===== src/rtl/ball_ctrl.sv =====
// Ball motion and collision engine for the paddle game.
// Steps the ball one pixel per axis on every move tick, bounces it off the walls and the
// paddle, and tracks serves, misses and remaining lives.
//
// Ports:
//   clk_i           system clock
//   rst_ni          asynchronous active-low reset
//   pause_i         level; freezes tick counter and ball while high
//   serve_i         one-cycle pulse; launches the ball, or restarts after game over
//   paddle_x_i      paddle left edge
//   paddle_width_i  paddle width in pixels
//   ball_x_o        ball left edge
//   ball_y_o        ball top edge
//   dx_neg_o        ball moving left
//   dy_neg_o        ball moving up
//   hit_pulse_o     one cycle on a paddle bounce
//   miss_pulse_o    one cycle when the ball is lost
//   lives_o         remaining lives
//   game_over_o     high while the game is over
module ball_ctrl #(
  parameter int unsigned SCREEN_W  = 640,
  parameter int unsigned SCREEN_H  = 480,
  parameter int unsigned BALL_SIZE = 8,
  parameter int unsigned PADDLE_Y  = 440,
  parameter int unsigned TICK_DIV  = 416667,
  parameter int unsigned LIVES     = 3
) (
  input  logic       clk_i,
  input  logic       rst_ni,
  input  logic       pause_i,
  input  logic       serve_i,
  input  logic [9:0] paddle_x_i,
  input  logic [9:0] paddle_width_i,
  output logic [9:0] ball_x_o,
  output logic [9:0] ball_y_o,
  output logic       dx_neg_o,
  output logic       dy_neg_o,
  output logic       hit_pulse_o,
  output logic       miss_pulse_o,
  output logic [1:0] lives_o,
  output logic       game_over_o
);

  localparam int unsigned CntW = (TICK_DIV > 1) ? $clog2(TICK_DIV) : 1;

  localparam logic [CntW-1:0] CntLast   = CntW'(TICK_DIV - 1);
  localparam logic [10:0]     XMax      = 11'(SCREEN_W - BALL_SIZE);
  localparam logic [10:0]     YMax      = 11'(SCREEN_H - BALL_SIZE);
  localparam logic [10:0]     BallSz    = 11'(BALL_SIZE);
  localparam logic [10:0]     BallHalf  = 11'(BALL_SIZE / 2);
  localparam logic [10:0]     PadRow    = 11'(PADDLE_Y);
  localparam logic [9:0]      XRst      = 10'((SCREEN_W - BALL_SIZE) / 2);
  localparam logic [9:0]      YServe    = 10'(PADDLE_Y - BALL_SIZE);
  localparam logic [1:0]      LivesInit = 2'(LIVES);

  typedef enum logic [1:0] {StServe, StPlay, StOver} state_e;

  state_e          state_q, state_d;
  logic [9:0]      x_q, x_d, y_q, y_d;
  logic            dx_neg_q, dx_neg_d, dy_neg_q, dy_neg_d;
  logic            hit_q, hit_d, miss_q, miss_d;
  logic [1:0]      lives_q, lives_d;
  logic [CntW-1:0] cnt_q, cnt_d;

  // All geometry is done 11 bits wide so sums of 10-bit operands never wrap.
  logic [10:0] x_ext, y_ext, px_ext, pw_ext, center, serve_x;
  logic        paddle_hit;

  assign x_ext  = {1'b0, x_q};
  assign y_ext  = {1'b0, y_q};
  assign px_ext = {1'b0, paddle_x_i};
  assign pw_ext = {1'b0, paddle_width_i};
  assign center = px_ext + {2'b00, paddle_width_i[9:1]};

  // Ball centred over the paddle, clamped inside the playfield.
  always_comb begin
    if (center < BallHalf) begin
      serve_x = '0;
    end else if (center - BallHalf > XMax) begin
      serve_x = XMax;
    end else begin
      serve_x = center - BallHalf;
    end
  end

  assign paddle_hit = (x_ext + BallSz > px_ext) && (x_ext < px_ext + pw_ext);

  always_comb begin
    state_d  = state_q;
    x_d      = x_q;
    y_d      = y_q;
    dx_neg_d = dx_neg_q;
    dy_neg_d = dy_neg_q;
    lives_d  = lives_q;
    cnt_d    = cnt_q;
    hit_d    = 1'b0;
    miss_d   = 1'b0;
    unique case (state_q)
      StServe: begin
        x_d = serve_x[9:0];
        y_d = YServe;
        if (serve_i && !pause_i) begin
          state_d  = StPlay;
          dx_neg_d = 1'b0;
          dy_neg_d = 1'b1;
          cnt_d    = '0;
        end
      end
      StPlay: begin
        if (!pause_i) begin
          if (cnt_q == CntLast) begin
            cnt_d = '0;
            // X axis: bounce at a wall leaves the position unchanged for this step.
            if (dx_neg_q && x_q == 10'd0) begin
              dx_neg_d = 1'b0;
            end else if (!dx_neg_q && x_ext == XMax) begin
              dx_neg_d = 1'b1;
            end else if (dx_neg_q) begin
              x_d = x_q - 10'd1;
            end else begin
              x_d = x_q + 10'd1;
            end
            // Y axis in priority order: ceiling, paddle, floor, free move.
            if (dy_neg_q && y_q == 10'd0) begin
              dy_neg_d = 1'b0;
            end else if (!dy_neg_q && (y_ext + BallSz == PadRow) && paddle_hit) begin
              dy_neg_d = 1'b1;
              hit_d    = 1'b1;
            end else if (!dy_neg_q && y_ext == YMax) begin
              miss_d  = 1'b1;
              lives_d = lives_q - 2'd1;
              state_d = (lives_q == 2'd1) ? StOver : StServe;
            end else if (dy_neg_q) begin
              y_d = y_q - 10'd1;
            end else begin
              y_d = y_q + 10'd1;
            end
          end else begin
            cnt_d = cnt_q + CntW'(1);
          end
        end
      end
      StOver: begin
        if (serve_i) begin
          lives_d = LivesInit;
          state_d = StServe;
        end
      end
      default: state_d = StServe;
    endcase
  end

  always_ff @(posedge clk_i or negedge rst_ni) begin
    if (!rst_ni) begin
      state_q  <= StServe;
      x_q      <= XRst;
      y_q      <= YServe;
      dx_neg_q <= 1'b0;
      dy_neg_q <= 1'b1;
      hit_q    <= 1'b0;
      miss_q   <= 1'b0;
      lives_q  <= LivesInit;
      cnt_q    <= '0;
    end else begin
      state_q  <= state_d;
      x_q      <= x_d;
      y_q      <= y_d;
      dx_neg_q <= dx_neg_d;
      dy_neg_q <= dy_neg_d;
      hit_q    <= hit_d;
      miss_q   <= miss_d;
      lives_q  <= lives_d;
      cnt_q    <= cnt_d;
    end
  end

  assign ball_x_o     = x_q;
  assign ball_y_o     = y_q;
  assign dx_neg_o     = dx_neg_q;
  assign dy_neg_o     = dy_neg_q;
  assign hit_pulse_o  = hit_q;
  assign miss_pulse_o = miss_q;
  assign lives_o      = lives_q;
  assign game_over_o  = (state_q == StOver);

endmodule


===== config.mk =====
export PLATFORM = sky130hd
export DESIGN_NAME = ball_ctrl
export DESIGN_NICKNAME = d
export VERILOG_FILES = /design/src/rtl/ball_ctrl.sv
export SDC_FILE = /design/constraint.sdc
export NUM_CORES = 1
export LEC_CHECK = 0
export BUFFER_PORTS_ARGS = -buffer_cell sky130_fd_sc_hd__clkbuf_2
export CAP_MARGIN = 20
export CORE_UTILIZATION = 30
export CTS_CLUSTER_DIAMETER = 50
export DETAILED_ROUTE_END_ITERATION = 10
export GPL_TIMING_DRIVEN = 0
export PLACE_DENSITY = 0.56
export SYNTH_ARGS = -nofsm -noshare
export SYNTH_HDL_FRONTEND = slang
export SYNTH_SLANG_ARGS = --single-unit

===== constraint.sdc =====
create_clock -name clk_i -period 2.7 [get_ports clk_i]
set_input_delay 0.135 -clock clk_i [delete_from_list [all_inputs] [get_ports clk_i]]
set_output_delay 0.135 -clock clk_i [all_outputs]
set_load 0.01 [all_outputs]

==> flow_summary.yaml <==
cts:
  htree_levels: 2
  clk_latency_ns: 0.29
  cts_sinks: 47
  cts_tree: "built"
  path_clk_slew_ns: 0.06
  clk_path_buf_depth: 2
  cts-root-buf: "clkbuf_16"
  cts-buffers-inserted: 5
route:
  drcViolationCount: 0
  drtIter0Drc: 302
  detail-route-antenna-nets: 0
  vias_per_cell: 5.33
  drtPass1Iterations: 5
  wirelength_um: 14900
  vias: 4929
  wl_per_cell_um: 16.2
die:
  die_w_um: 133
  die_h_um: 133
  dieArea_um2: 17700
  rows: 47
  start_util_pct: 30.8
  ios: 51
  core_area_um2: 16700
timing:
  fmax_mhz: 337
  setup_ws_ns: -0.270
  tightest_slew_ns: 0.675
  finalCritPeriodShare_pct: 110
  finalSetupViolCount: 22
  slew_viol_final: 0
  relSlewSlack_pct: 54.7
  min_period_ns: 2.97
  holdWs_ns: 0.138
  rsz0062_at_grt: "true"
  hold_violations: 0
  skew_ns: 0.00400
flow_run:
  maxCapViolCount: 0
logic_synthesis:
  netlist_area_um2: 5150
  synth_flop_cell: "dfrtp_1"
  syn_avg_cell_area_um2: 8.51
  synth_warnings: 0
  async_flop_share_pct: 100
  ys_seq_area_share_pct: 23.1
  ys_ff_latch: 47
  synth_edf_count: 0
  syn_inst: 605
  synth_cell_type_count: 88
  synth_nets: 694
layout:
  syn2layout_area_growth_pct: 29.8
  final_cell_area_um2: 6680
  drive_gt1_share_pct: 29.8
  layout_common_cells: "ha_1 (53), nor2_1 (49), clkbuf_2 (47)"
  final_common_cell: "ha_1"
  nets: 792
  antenna_cells: 0
  fin_cells: 924
placed_design:
  preCtsSetupSlack_ns: -0.718
  placed_cells: 876
  dpl-instance-area_um2: 5830
  gp_congestion: 0.860
  dp_hpwl_um: 11300
  port-buffer-count: 50
grt:
  grt_start_max_net_pins: 36
  first_global_vias: 4915
  antenna_found_initial: 0
  grt_overflow: 0
  grt_first_pass_wirelength_um: 24600
  grt_usage_pct: 17.1
critical_path:
  worstPathRequired_ns: 2.90
  startpoint_type: "input pin"
  cp_max_fo: 5
  criticalPathCategory: "in -> reg"
  cp-end-kind: "flip-flop"
  arrival_ns: 3.17
worst_hold_path:
  hp-class: "in -> reg"
power_and_ir_drop:
  peakVddDrop_v: 0.000456
  power.density_nw_per_um2: 894
  leakagePower_nw: 2.85
outcome:
  failed_checks: "setup timing"
  status: "finished with violations"
==> synthesized netlist by cell type, types with 3 or more instances <==
master | instances | area (um2)
nor2b_1 | 9 | 56.3
or4_1 | 4 | 30.0
xor2_1 | 19 | 166
fa_1 | 4 | 80.1
a211o_1 | 3 | 26.3
a41oi_1 | 4 | 35.0
dfrtp_1 | 35 | 876
clkbuf_1 | 5 | 18.8
mux2i_1 | 3 | 30.0
buf_6 | 6 | 67.6
o22a_1 | 5 | 43.8
a31o_2 | 8 | 70.1
o21bai_1 | 3 | 22.5
o21a_1 | 8 | 60.1
o211ai_1 | 4 | 30.0
a21oi_1 | 37 | 185
nor4_1 | 5 | 31.3
nand2b_1 | 7 | 43.8
nor3_1 | 18 | 90.1
a21oi_2 | 3 | 26.3
nand4_1 | 10 | 62.6
nand2_1 | 45 | 169
a31oi_1 | 3 | 18.8
dfstp_2 | 12 | 315
o31ai_1 | 3 | 22.5
o22ai_1 | 5 | 31.3
or3_1 | 9 | 56.3
inv_1 | 39 | 146
ha_1 | 61 | 763
xnor2_1 | 20 | 175
o21ai_0 | 39 | 195
o311ai_0 | 3 | 26.3
and2_1 | 5 | 31.3
a21o_1 | 13 | 97.6
nand3_1 | 24 | 120
nor2_1 | 52 | 195
a211oi_1 | 6 | 45.0
==> where the power goes <==
group          switching [mW]  total [mW]  internal (mW)
Clock                   0.276       0.700          0.424
Sequential              0.364        1.33          0.968
Combinational            2.16        3.94           1.78
==> flip-flops by register name, indices dropped and copies added, names as in the netlist <==
| register | flops |
|---|---|
| ball_x_o | 10 |
| ball_y_o | 10 |
| cnt_q | 19 |
| dx_neg_o | 1 |
| dy_neg_o | 1 |
| hit_pulse_o | 1 |
| lives_o | 2 |
| miss_pulse_o | 1 |
| state_q | 2 |
==> through the flow <==
stage / TNS, ns / util (%) / total power, mW
after floorplan: -2.50 / - / 3.81
after global placement: -14.52 / 34.8 / 4.66
after detailed placement: -16.06 / 34.9 / 4.77
after CTS: -1.19 / 38.1 / 5.80
after global routing: -6.21 / 40.0 / 6.50
final: -3.74 / 40.0 / 5.98
==> routing by layer <==
layer	track usage, %	vias to the layer above	wire length (um)
met5	0	-	0
met4	5.04	0	172
met3	2.07	16	381
met2	30.1	89	7580
met1	21.8	2369	6800
li1	-	2455	-
==> final cells by class <==
type,count,area (um2)
inverters,39,146
flip-flops and latches,47,1190
clock inverters,1,5.00
plain buffers,11,83.8
well taps,220,275
fillers,1681,10000
repair buffers,93,668
clock buffers,7,164
multi-input cells,506,4150
==> cell families after synthesis <==
kind of cell	synth area share [%]
simple gates	20.7
compound gates	27.3
fa+ha+maj	16.4
buf+inv	4.71
flops	23.1
xor+xnor	6.95
mux	0.875
==> worst max-delay path, cell delays in order <==
cell	delay [ns]
clkbuf_16	0.14
ha_4	0.21
a21o_1	0.18
a21oi_2	0.16
o21bai_1	0.11
a21oi_2	0.18
o21bai_1	0.12
a21oi_2	0.24
buf_4	0.15
xor2_1	0.06
ha_1	0.28
o211ai_1	0.08
o21a_1	0.21
a211o_4	0.34
nand3_4	0.10
buf_6	0.12
nand3_4	0.07
o311ai_4	0.28
==> path summary, 6_finish.rpt <==
check | start | endpoint | slack (ns) | depth (start not counted)
hold reg to reg | ball_y_o[9] | ball_y_o[9] | 0.54 | 1
hold / removal | serve_i | lives_o[1] | 0.14 | 3
min in group asynchronous | rst_ni | cnt_q[12] | 0.30 | 2
setup / recovery | paddle_x_i[1] | ball_y_o[6] | -0.27 | 18
max in group asynchronous | rst_ni | ball_y_o[4] | 1.82 | 3
setup reg to reg | ball_x_o[4] | ball_y_o[6] | -0.18 | 12
==> timing repair <==
action	4_1_cts	5_1_grt
buffers inserted	21	20
endpoints found under the setup margin	38	32
resized for setup	40	37
endpoints found under the hold margin	12	0
pin swaps	19	36
hold buffers	1	0
No activity file was read; power rests on OpenSTA's default activity.
